### src/rtl/exanet_crosb_pkg.sv
// Shared definitions for the exanet crossbar packet generator and its consumers:
// beat field offsets, generator FSM encoding and the payload beat-count rule.
package exanet_crosb_pkg;

    localparam int HDR_SRC_LSB  = 104;
    localparam int HDR_DEST_LSB = 72;
    localparam int HDR_VC_LSB   = 64;
    localparam int HDR_PRIO_LSB = 62;
    localparam int HDR_SIZE_LSB = 48;
    localparam int FTR_IDX_LSB  = 96;
    localparam int PAY_IDX_LSB  = 96;
    localparam int PAY_SRC_LSB  = 88;
    localparam int PAY_BEAT_LSB = 80;

    localparam int MAX_PAYLOAD_WORDS = 16;

    typedef enum logic [2:0] {
        GEN_IDLE = 3'd0,
        GEN_HDR  = 3'd1,
        GEN_PAY  = 3'd2,
        GEN_FTR  = 3'd3,
        GEN_GAP  = 3'd4
    } gen_state_t;

    typedef struct packed {
        gen_state_t  state;
        logic [4:0]  beat;
        logic [7:0]  gap_cnt;
        logic [15:0] lfsr;
    } gen_dbg_t;

    // 16-byte payload words; sizes beyond the legal range saturate at the maximum.
    function automatic logic [4:0] payload_words(input logic [13:0] size);
        logic [13:0] words;
        if (size == 14'd0) begin
            return 5'd0;
        end
        words = ((size - 14'd1) >> 4) + 14'd1;
        if (words > 14'(MAX_PAYLOAD_WORDS)) begin
            return 5'(MAX_PAYLOAD_WORDS);
        end
        return words[4:0];
    endfunction

endpackage

### src/rtl/exa_lfsr16.sv
// 16-bit Fibonacci LFSR, x^16+x^14+x^13+x^11+1, shifting left; advances only on step.
module exa_lfsr16 #(
    parameter logic [15:0] SEED = 16'hACE1
) (
    input  logic        clk,
    input  logic        resetn,
    input  logic        step,
    output logic [15:0] value
);

    logic feedback;

    assign feedback = value[15] ^ value[13] ^ value[12] ^ value[10];

    always_ff @(posedge clk or negedge resetn) begin
        if (!resetn) begin
            value <= SEED;
        end else if (step) begin
            value <= {value[14:0], feedback};
        end
    end

endmodule

### src/rtl/exa_crosb_pkt_gen_with_vcs.sv
// Exanet packet source for one crossbar input: header, payload and footer beats
// with fields from an LFSR or fixed inputs, a source id and a per-packet index.
module exa_crosb_pkt_gen_with_vcs
    import exanet_crosb_pkg::*;
#(
    parameter int          input_num  = 4,
    parameter int          output_num = 4,
    parameter int          vc_num     = 4,
    parameter int          prio_num   = 2,
    parameter int          SRC_ID     = 0,
    parameter logic [15:0] LFSR_SEED  = 16'hACE1,
    localparam int         logOutput  = $clog2(output_num),
    localparam int         logVc      = $clog2(vc_num),
    localparam int         logPrio    = $clog2(prio_num)
) (
    input  logic                 clk,
    input  logic                 resetn,
    input  logic                 i_enable,
    input  logic                 i_random,
    input  logic [13:0]          i_fixed_size,
    input  logic [logOutput-1:0] i_fixed_dest,
    input  logic [logVc-1:0]     i_fixed_vc,
    input  logic [logPrio-1:0]   i_fixed_prio,
    input  logic [7:0]           i_gap,
    input  logic [31:0]          i_pkt_limit,
    output logic                 exa_header_valid,
    input  logic                 exa_header_ready,
    output logic                 exa_payload_valid,
    input  logic                 exa_payload_ready,
    output logic                 exa_footer_valid,
    input  logic                 exa_footer_ready,
    output logic [127:0]         exa_data,
    output logic [logOutput-1:0] o_dest,
    output logic [logVc-1:0]     o_vc,
    output logic [logPrio-1:0]   o_prio,
    output logic [31:0]          o_pkt_count,
    output logic                 o_done,
    output gen_dbg_t             o_dbg
);

    // Source ids live in the crossbar's input range.
    localparam logic [7:0] SRC_BYTE = 8'(SRC_ID % input_num);

    gen_state_t           state;
    logic [15:0]          lfsr;
    logic                 launch;
    logic [13:0]          size_q;
    logic [4:0]           nwords_q;
    logic [4:0]           beat_q;
    logic [7:0]           gap_cnt;
    logic [logOutput-1:0] nxt_dest;
    logic [logVc-1:0]     nxt_vc;
    logic [logPrio-1:0]   nxt_prio;
    logic [13:0]          nxt_size;
    logic                 hdr_hs;
    logic                 pay_hs;
    logic                 ftr_hs;

    exa_lfsr16 #(.SEED(LFSR_SEED)) u_lfsr (
        .clk    (clk),
        .resetn (resetn),
        .step   (launch),
        .value  (lfsr)
    );

    // Valid/ready: a beat transfers on a clock edge where its valid and ready are
    // both high; valid and data hold until then, and only one valid is ever high.
    assign exa_header_valid  = (state == GEN_HDR);
    assign exa_payload_valid = (state == GEN_PAY);
    assign exa_footer_valid  = (state == GEN_FTR);

    assign hdr_hs = exa_header_valid  && exa_header_ready;
    assign pay_hs = exa_payload_valid && exa_payload_ready;
    assign ftr_hs = exa_footer_valid  && exa_footer_ready;
    assign launch = (state == GEN_IDLE) && i_enable && !o_done;

    always_comb begin
        if (i_random) begin
            nxt_dest = lfsr[logOutput-1:0];
            nxt_vc   = lfsr[4 +: logVc];
            nxt_prio = lfsr[8 +: logPrio];
            nxt_size = 14'(lfsr[15:8]) + 14'd1;
        end else begin
            nxt_dest = i_fixed_dest;
            nxt_vc   = i_fixed_vc;
            nxt_prio = i_fixed_prio;
            nxt_size = i_fixed_size;
        end
    end

    // Beat contents come from latched fields only, so they hold while stalled.
    always_comb begin
        exa_data = '0;
        case (state)
            GEN_HDR: begin
                exa_data[HDR_SRC_LSB  +: 8]  = SRC_BYTE;
                exa_data[HDR_DEST_LSB +: 8]  = 8'(o_dest);
                exa_data[HDR_VC_LSB   +: 8]  = 8'(o_vc);
                exa_data[HDR_PRIO_LSB +: 2]  = 2'(o_prio);
                exa_data[HDR_SIZE_LSB +: 14] = size_q;
            end
            GEN_PAY: begin
                exa_data[PAY_IDX_LSB  +: 32] = o_pkt_count;
                exa_data[PAY_SRC_LSB  +: 8]  = SRC_BYTE;
                exa_data[PAY_BEAT_LSB +: 8]  = 8'(beat_q);
            end
            GEN_FTR: begin
                exa_data[FTR_IDX_LSB +: 32] = o_pkt_count;
            end
            default: exa_data = '0;
        endcase
    end

    always_ff @(posedge clk or negedge resetn) begin
        if (!resetn) begin
            state       <= GEN_IDLE;
            o_dest      <= '0;
            o_vc        <= '0;
            o_prio      <= '0;
            size_q      <= '0;
            nwords_q    <= '0;
            beat_q      <= '0;
            gap_cnt     <= '0;
            o_pkt_count <= '0;
            o_done      <= 1'b0;
        end else begin
            case (state)
                GEN_IDLE: begin
                    if (launch) begin
                        o_dest   <= nxt_dest;
                        o_vc     <= nxt_vc;
                        o_prio   <= nxt_prio;
                        size_q   <= nxt_size;
                        nwords_q <= payload_words(nxt_size);
                        state    <= GEN_HDR;
                    end
                end
                GEN_HDR: begin
                    if (hdr_hs) begin
                        beat_q <= '0;
                        state  <= (nwords_q != 5'd0) ? GEN_PAY : GEN_FTR;
                    end
                end
                GEN_PAY: begin
                    if (pay_hs) begin
                        if (beat_q == nwords_q - 5'd1) begin
                            state <= GEN_FTR;
                        end else begin
                            beat_q <= beat_q + 5'd1;
                        end
                    end
                end
                GEN_FTR: begin
                    if (ftr_hs) begin
                        o_pkt_count <= o_pkt_count + 32'd1;
                        if ((i_pkt_limit != 32'd0) && (o_pkt_count + 32'd1 == i_pkt_limit)) begin
                            o_done <= 1'b1;
                        end
                        if (i_gap != 8'd0) begin
                            gap_cnt <= i_gap;
                            state   <= GEN_GAP;
                        end else begin
                            state <= GEN_IDLE;
                        end
                    end
                end
                GEN_GAP: begin
                    gap_cnt <= gap_cnt - 8'd1;
                    if (gap_cnt <= 8'd1) begin
                        state <= GEN_IDLE;
                    end
                end
                default: state <= GEN_IDLE;
            endcase
        end
    end

    assign o_dbg = '{state: state, beat: beat_q, gap_cnt: gap_cnt, lfsr: lfsr};

endmodule

### config.mk
export PLATFORM = sky130hd
export DESIGN_NAME = exa_crosb_pkt_gen_with_vcs
export DESIGN_NICKNAME = d
export VERILOG_FILES = /design/src/rtl/exanet_crosb_pkg.sv /design/src/rtl/exa_lfsr16.sv /design/src/rtl/exa_crosb_pkt_gen_with_vcs.sv
export SDC_FILE = /design/constraint.sdc
export NUM_CORES = 1
export LEC_CHECK = 0
export ABC_AREA = 1
export CORE_UTILIZATION = 49
export DETAILED_ROUTE_END_ITERATION = 12
export PLACE_DENSITY = 0.9
export SETUP_SLACK_MARGIN = 0.4
export SYNTH_ARGS = -nofsm -noshare
export SYNTH_HDL_FRONTEND = slang
export SYNTH_SLANG_ARGS = --single-unit
### constraint.sdc
create_clock -name clk -period 6.7 [get_ports clk]
set_input_delay 0.67 -clock clk [delete_from_list [all_inputs] [get_ports clk]]
set_output_delay 0.67 -clock clk [all_outputs]
set_load 0.02 [all_outputs]
==> summary.log <==
[sta] final total negative setup slack 0 ns
[setup_path] Data arrival, critical path 3.85 ns
[clocking] clock-pin slew of the registers on the worst-case setup and hold paths 0.07 ns
[power] Cell Int Power 1.32 mW
[floorplanning] I/O Pins 267
[layout] ant diodes 0
[power] leakage power summed over all cells 3.90 nW
[sta] setup skew after layout 0.0103 ns
[sta] unrepaired setup endpoints after global routing no
[synth] mean instance size in the synthesized netlist 6.85 um^2
[sta] worst slew margin relative to its limit 37.6%
[grt] number of global-route vias before repair 6700
[synth] share of synthesized area spent on multiplexers 0%
[route] detailed-routing iteration count for the pre-antenna-repair pass 7
[setup_path] element type at the critical path start primary input
[layout] multi-input gate area in the final layout 3800 um^2
[setup_path] slack of the worst reg-to-reg path 3.64 ns
[layout] Area growth, synth to finish 31.3%
[flow_run] max-cap violation count 0
[placed_design] HPWL reported at the end of detailed placement 15000 um
[setup_path] Crit Path Class in2reg
[clocking] total CTS buffers 9
[power] share of power burned in the clock network 27.6%
[layout] proportion of layout cells with a drive suffix above 1 5.39%
[placed_design] IO buf count 194
[clocking] number of buffers inserted by hold repair at cts 0
[synth] number of synthesized flops with an enable pin 0
[sta] min cycle time layout 3.61 ns
[synth] count of different cell masters after synthesis 44
[grt] number of antenna violations at the first check in global routing 0
[placed_design] total instance count after detailed placement 1348
[route] vias per std cell 5.19
[synth] xor/xnor share of the synthesized area 8.00%
[grt] global-route wire length before repair 32000 um
[status] outcome finished, final reports clean
[floorplanning] Core ar. 13500 um^2
[clocking] Clock Path Buffers 2
[setup_path] required time of the worst setup path 6.94 ns
[synth] adder and majority gate portion of the synthesized area 1.46%
[setup_path] crit path buf inv count 4
[setup_path] cell occurring most often along the worst timing path sky130_fd_sc_hd__nand2_1
[setup_path] Worst setup EP type flip-flop
[floorplanning] die area 14500 um^2
[synth] post-synthesis compound-gate area fraction 8.85%
[clocking] number of sinks handled by clock tree synthesis 89
[clocking] post-CTS setup buffer count 0
[layout] Nets 1257
[route] residual antenna-violating net count after detailed routing 0
[sta] final period utilization 53.9%
[synth] share of synthesized flip-flops with an asynchronous set or reset 100%
[hold_path] HP Class in2async
[synth] combinational family with the most area after synthesis simple AND/OR/NAND/NOR gates
[setup_path] Slowest-stage cell, CP sky130_fd_sc_hd__clkdlybuf4s50_1
[sta] f_max 0.277 GHz
[power] combinational share of power 41.8%
[layout] total of fill cells in the finished design 1137
[sta] Worst Hold Margin 0.238 ns
[power] switching power summed over all nets 0.882 mW
[sta] setup violation total in the final timing report 0
[synth] number of storage elements in the synthesis netlist 89
[setup_path] largest driver fanout on the critical path 23
[synth] sequential element share of the synthesized area 32.6%
[route] DRC violation count after routing 0
[synth] synthesized instance count 1002
[sta] Final Hold Vio Count 0
[power] fraction of power spent switching nets 40.1%
[floorplanning] die extent in y 120 um
[route] wire length per cell 14.5 um
[sta] final setup margin 3.09 ns
[route] 1st-iter DRT viols 510
[route] total wirelength of the detailed-routed design 19800 um
[synth] commonest register cell after synthesis sky130_fd_sc_hd__dfrtp_1
[layout] commonest non-fill, non-tap cell in the layout sky130_fd_sc_hd__nand2_1
[layout] most frequent cells in the layout 262 x sky130_fd_sc_hd__nand2_1, 193 x sky130_fd_sc_hd__clkdlybuf4s50_1, 120 x sky130_fd_sc_hd__nor2_1, 113 x sky130_fd_sc_hd__inv_1, 81 x sky130_fd_sc_hd__dfrtp_1
[clocking] clock tree from TritonCTS done
[clocking] cts repair resizes 0
[layout] final cell count without fillers 1364
[grt] maximum number of pins on one net before global-route repair 61
[floorplanning] placement row count 42
[route] total via count in the routed design 7084
[synth] Synth Cell Area 6870 um^2
[synth] YS warnings 0
[floorplanning] horizontal die dimension 120 um
[layout] storage element area 2240 um^2
[power] worst vdd rail ir drop 0.156 mV
[setup_path] family of cells with the greatest summed delay on the critical path simple AND/OR/NAND/NOR gates
[placed_design] worst setup slack after placement 2.78 ns
[synth] simple-gate share of the synthesized area 33.0%
[placed_design] global placer's final weighted congestion 0.948
[setup_path] peak per-stage delay on the critical path 0.88 ns
[grt] Overflow after GRT 0
[power] Cell Pwr Density 244 nW/um^2
[sta] Max Transition Viols Final 0
[clocking] number of H-tree levels 3
[sta] slew at the pin with the worst max-slew slack 0.935 ns
[setup_path] ordered cell list for the critical path clkdlybuf4s50_1, inv_2, nand2_1, nand2_1, nor2_1, nand2_1, nor2_4, nand2_1, nand2_1, nand2_1, ha_1, inv_1, nand3_1, a21oi_1, nand2_1, nand2_1, nand2_1, inv_2, nand3_1, nand2_1, nand2_1
[power] fraction of power consumed by sequential logic 30.6%
[clocking] source-to-sink clock delay at the later pin of the worst-skew pair 0.35 ns
[grt] gr usage total 27.7%
[clocking] clock tree root driver cell sky130_fd_sc_hd__clkbuf_16
[floorplanning] initial core utilization 51.1%
## layer usage
metal,vias up,track usage [%],wire length (um)
li1,3402,-,-
met1,3299,33.0,7990
met2,338,48.0,9670
met3,45,6.08,1540
met4,0,11.9,591
met5,-,0,0
## power groups by stage
| stage | clock network, mW | registers (mW) | logic, mW |
|---|---|---|---|
| floorplan | 0 | 0.735 | 0.526 |
| global placement | 0 | 0.680 | 0.895 |
| detailed placement | 0 | 0.683 | 0.916 |
| CTS | 0.610 | 0.673 | 0.923 |
| global route | 0.630 | 0.683 | 1.01 |
| finish | 0.607 | 0.675 | 0.920 |
## kinds of logic after synthesis
family | after synthesis
and+or+nand+nor | 517
adders and majority gates | 8
other | 1
xor gates and xnor gates | 58
buffers and inverters | 217
AOI/OAI and AO/OA | 112
DFF | 89
## synth_stat cells (2+ instances only)
cell type / n / area share [%]
sky130_fd_sc_hd__clkinv_1: 2 / 0.11
sky130_fd_sc_hd__nor3_2: 2 / 0.29
sky130_fd_sc_hd__nand3b_1: 2 / 0.22
sky130_fd_sc_hd__nand2_1: 262 / 14
sky130_fd_sc_hd__o22ai_1: 5 / 0.46
sky130_fd_sc_hd__nor2_2: 6 / 0.55
sky130_fd_sc_hd__xnor3_1: 3 / 0.98
sky130_fd_sc_hd__dfrtp_1: 81 / 30
sky130_fd_sc_hd__nor3b_1: 2 / 0.22
sky130_fd_sc_hd__nand3_1: 44 / 3.2
sky130_fd_sc_hd__nor3_1: 27 / 2.0
sky130_fd_sc_hd__o21ai_0: 75 / 5.5
sky130_fd_sc_hd__buf_4: 73 / 8.0
sky130_fd_sc_hd__nor4_1: 11 / 1.0
sky130_fd_sc_hd__o211ai_1: 3 / 0.33
sky130_fd_sc_hd__nand4_1: 19 / 1.7
sky130_fd_sc_hd__xnor2_1: 16 / 2.0
sky130_fd_sc_hd__inv_2: 4 / 0.22
sky130_fd_sc_hd__o21ai_2: 4 / 0.51
sky130_fd_sc_hd__nor2_4: 6 / 0.98
sky130_fd_sc_hd__a21oi_1: 12 / 0.87
sky130_fd_sc_hd__dfstp_2: 8 / 3.1
sky130_fd_sc_hd__nor2_1: 120 / 6.6
sky130_fd_sc_hd__xor2_1: 39 / 5.0
sky130_fd_sc_hd__clkbuf_1: 20 / 1.1
sky130_fd_sc_hd__or2_2: 2 / 0.18
sky130_fd_sc_hd__a31oi_1: 5 / 0.46
sky130_fd_sc_hd__inv_1: 113 / 6.2
sky130_fd_sc_hd__o21ai_1: 4 / 0.29
sky130_fd_sc_hd__buf_2: 4 / 0.29
sky130_fd_sc_hd__nand2_2: 4 / 0.36
sky130_fd_sc_hd__nand3_2: 5 / 0.73
sky130_fd_sc_hd__ha_1: 8 / 1.5
## cell type report
class | instances | area share, %
Timing Repair Buffer | 197 | 21.8
Inverter | 119 | 4.95
Clock buffer | 10 | 2.65
Clock inverter | 6 | 1.26
Multi-Input combinational cell | 767 | 42.1
Sequential cell | 89 | 24.8
Tap cell | 176 | 2.44
## path summary, 6_finish.rpt
path                            startpoint              end  cells past startpoint
setup / recovery                  i_random      nwords_q[4]                     21
hold / removal                      resetn       gap_cnt[2]                      1
setup reg to reg            o_pkt_count[0]           o_done                     15
hold reg to reg            u_lfsr.value[6]  u_lfsr.value[7]                      2
max in group asynchronous           resetn  u_lfsr.value[1]                      2
min in group clk           u_lfsr.value[6]  u_lfsr.value[7]                      2
## flip-flops by register name, summed over array words and instances, names as in the netlist, 2 cells and up
name,flops
nwords_q,5
gap_cnt,8
u_lfsr.value,16
o_vc,2
beat_q,5
state,3
o_dest,2
size_q,14
o_pkt_count,32
## per-stage QoR
stage	utilization, %	power (mW)	cell area (um^2)
3_3_place_gp	64.4	1.58	8660
2_1_floorplan	-	1.26	7130
4_1_cts	67.0	2.21	9010
3_5_place_dp	64.4	1.60	8660
6_report	67.0	2.20	9010
5_1_grt	67.0	2.32	9010
Power figures use the tool's default switching activity.
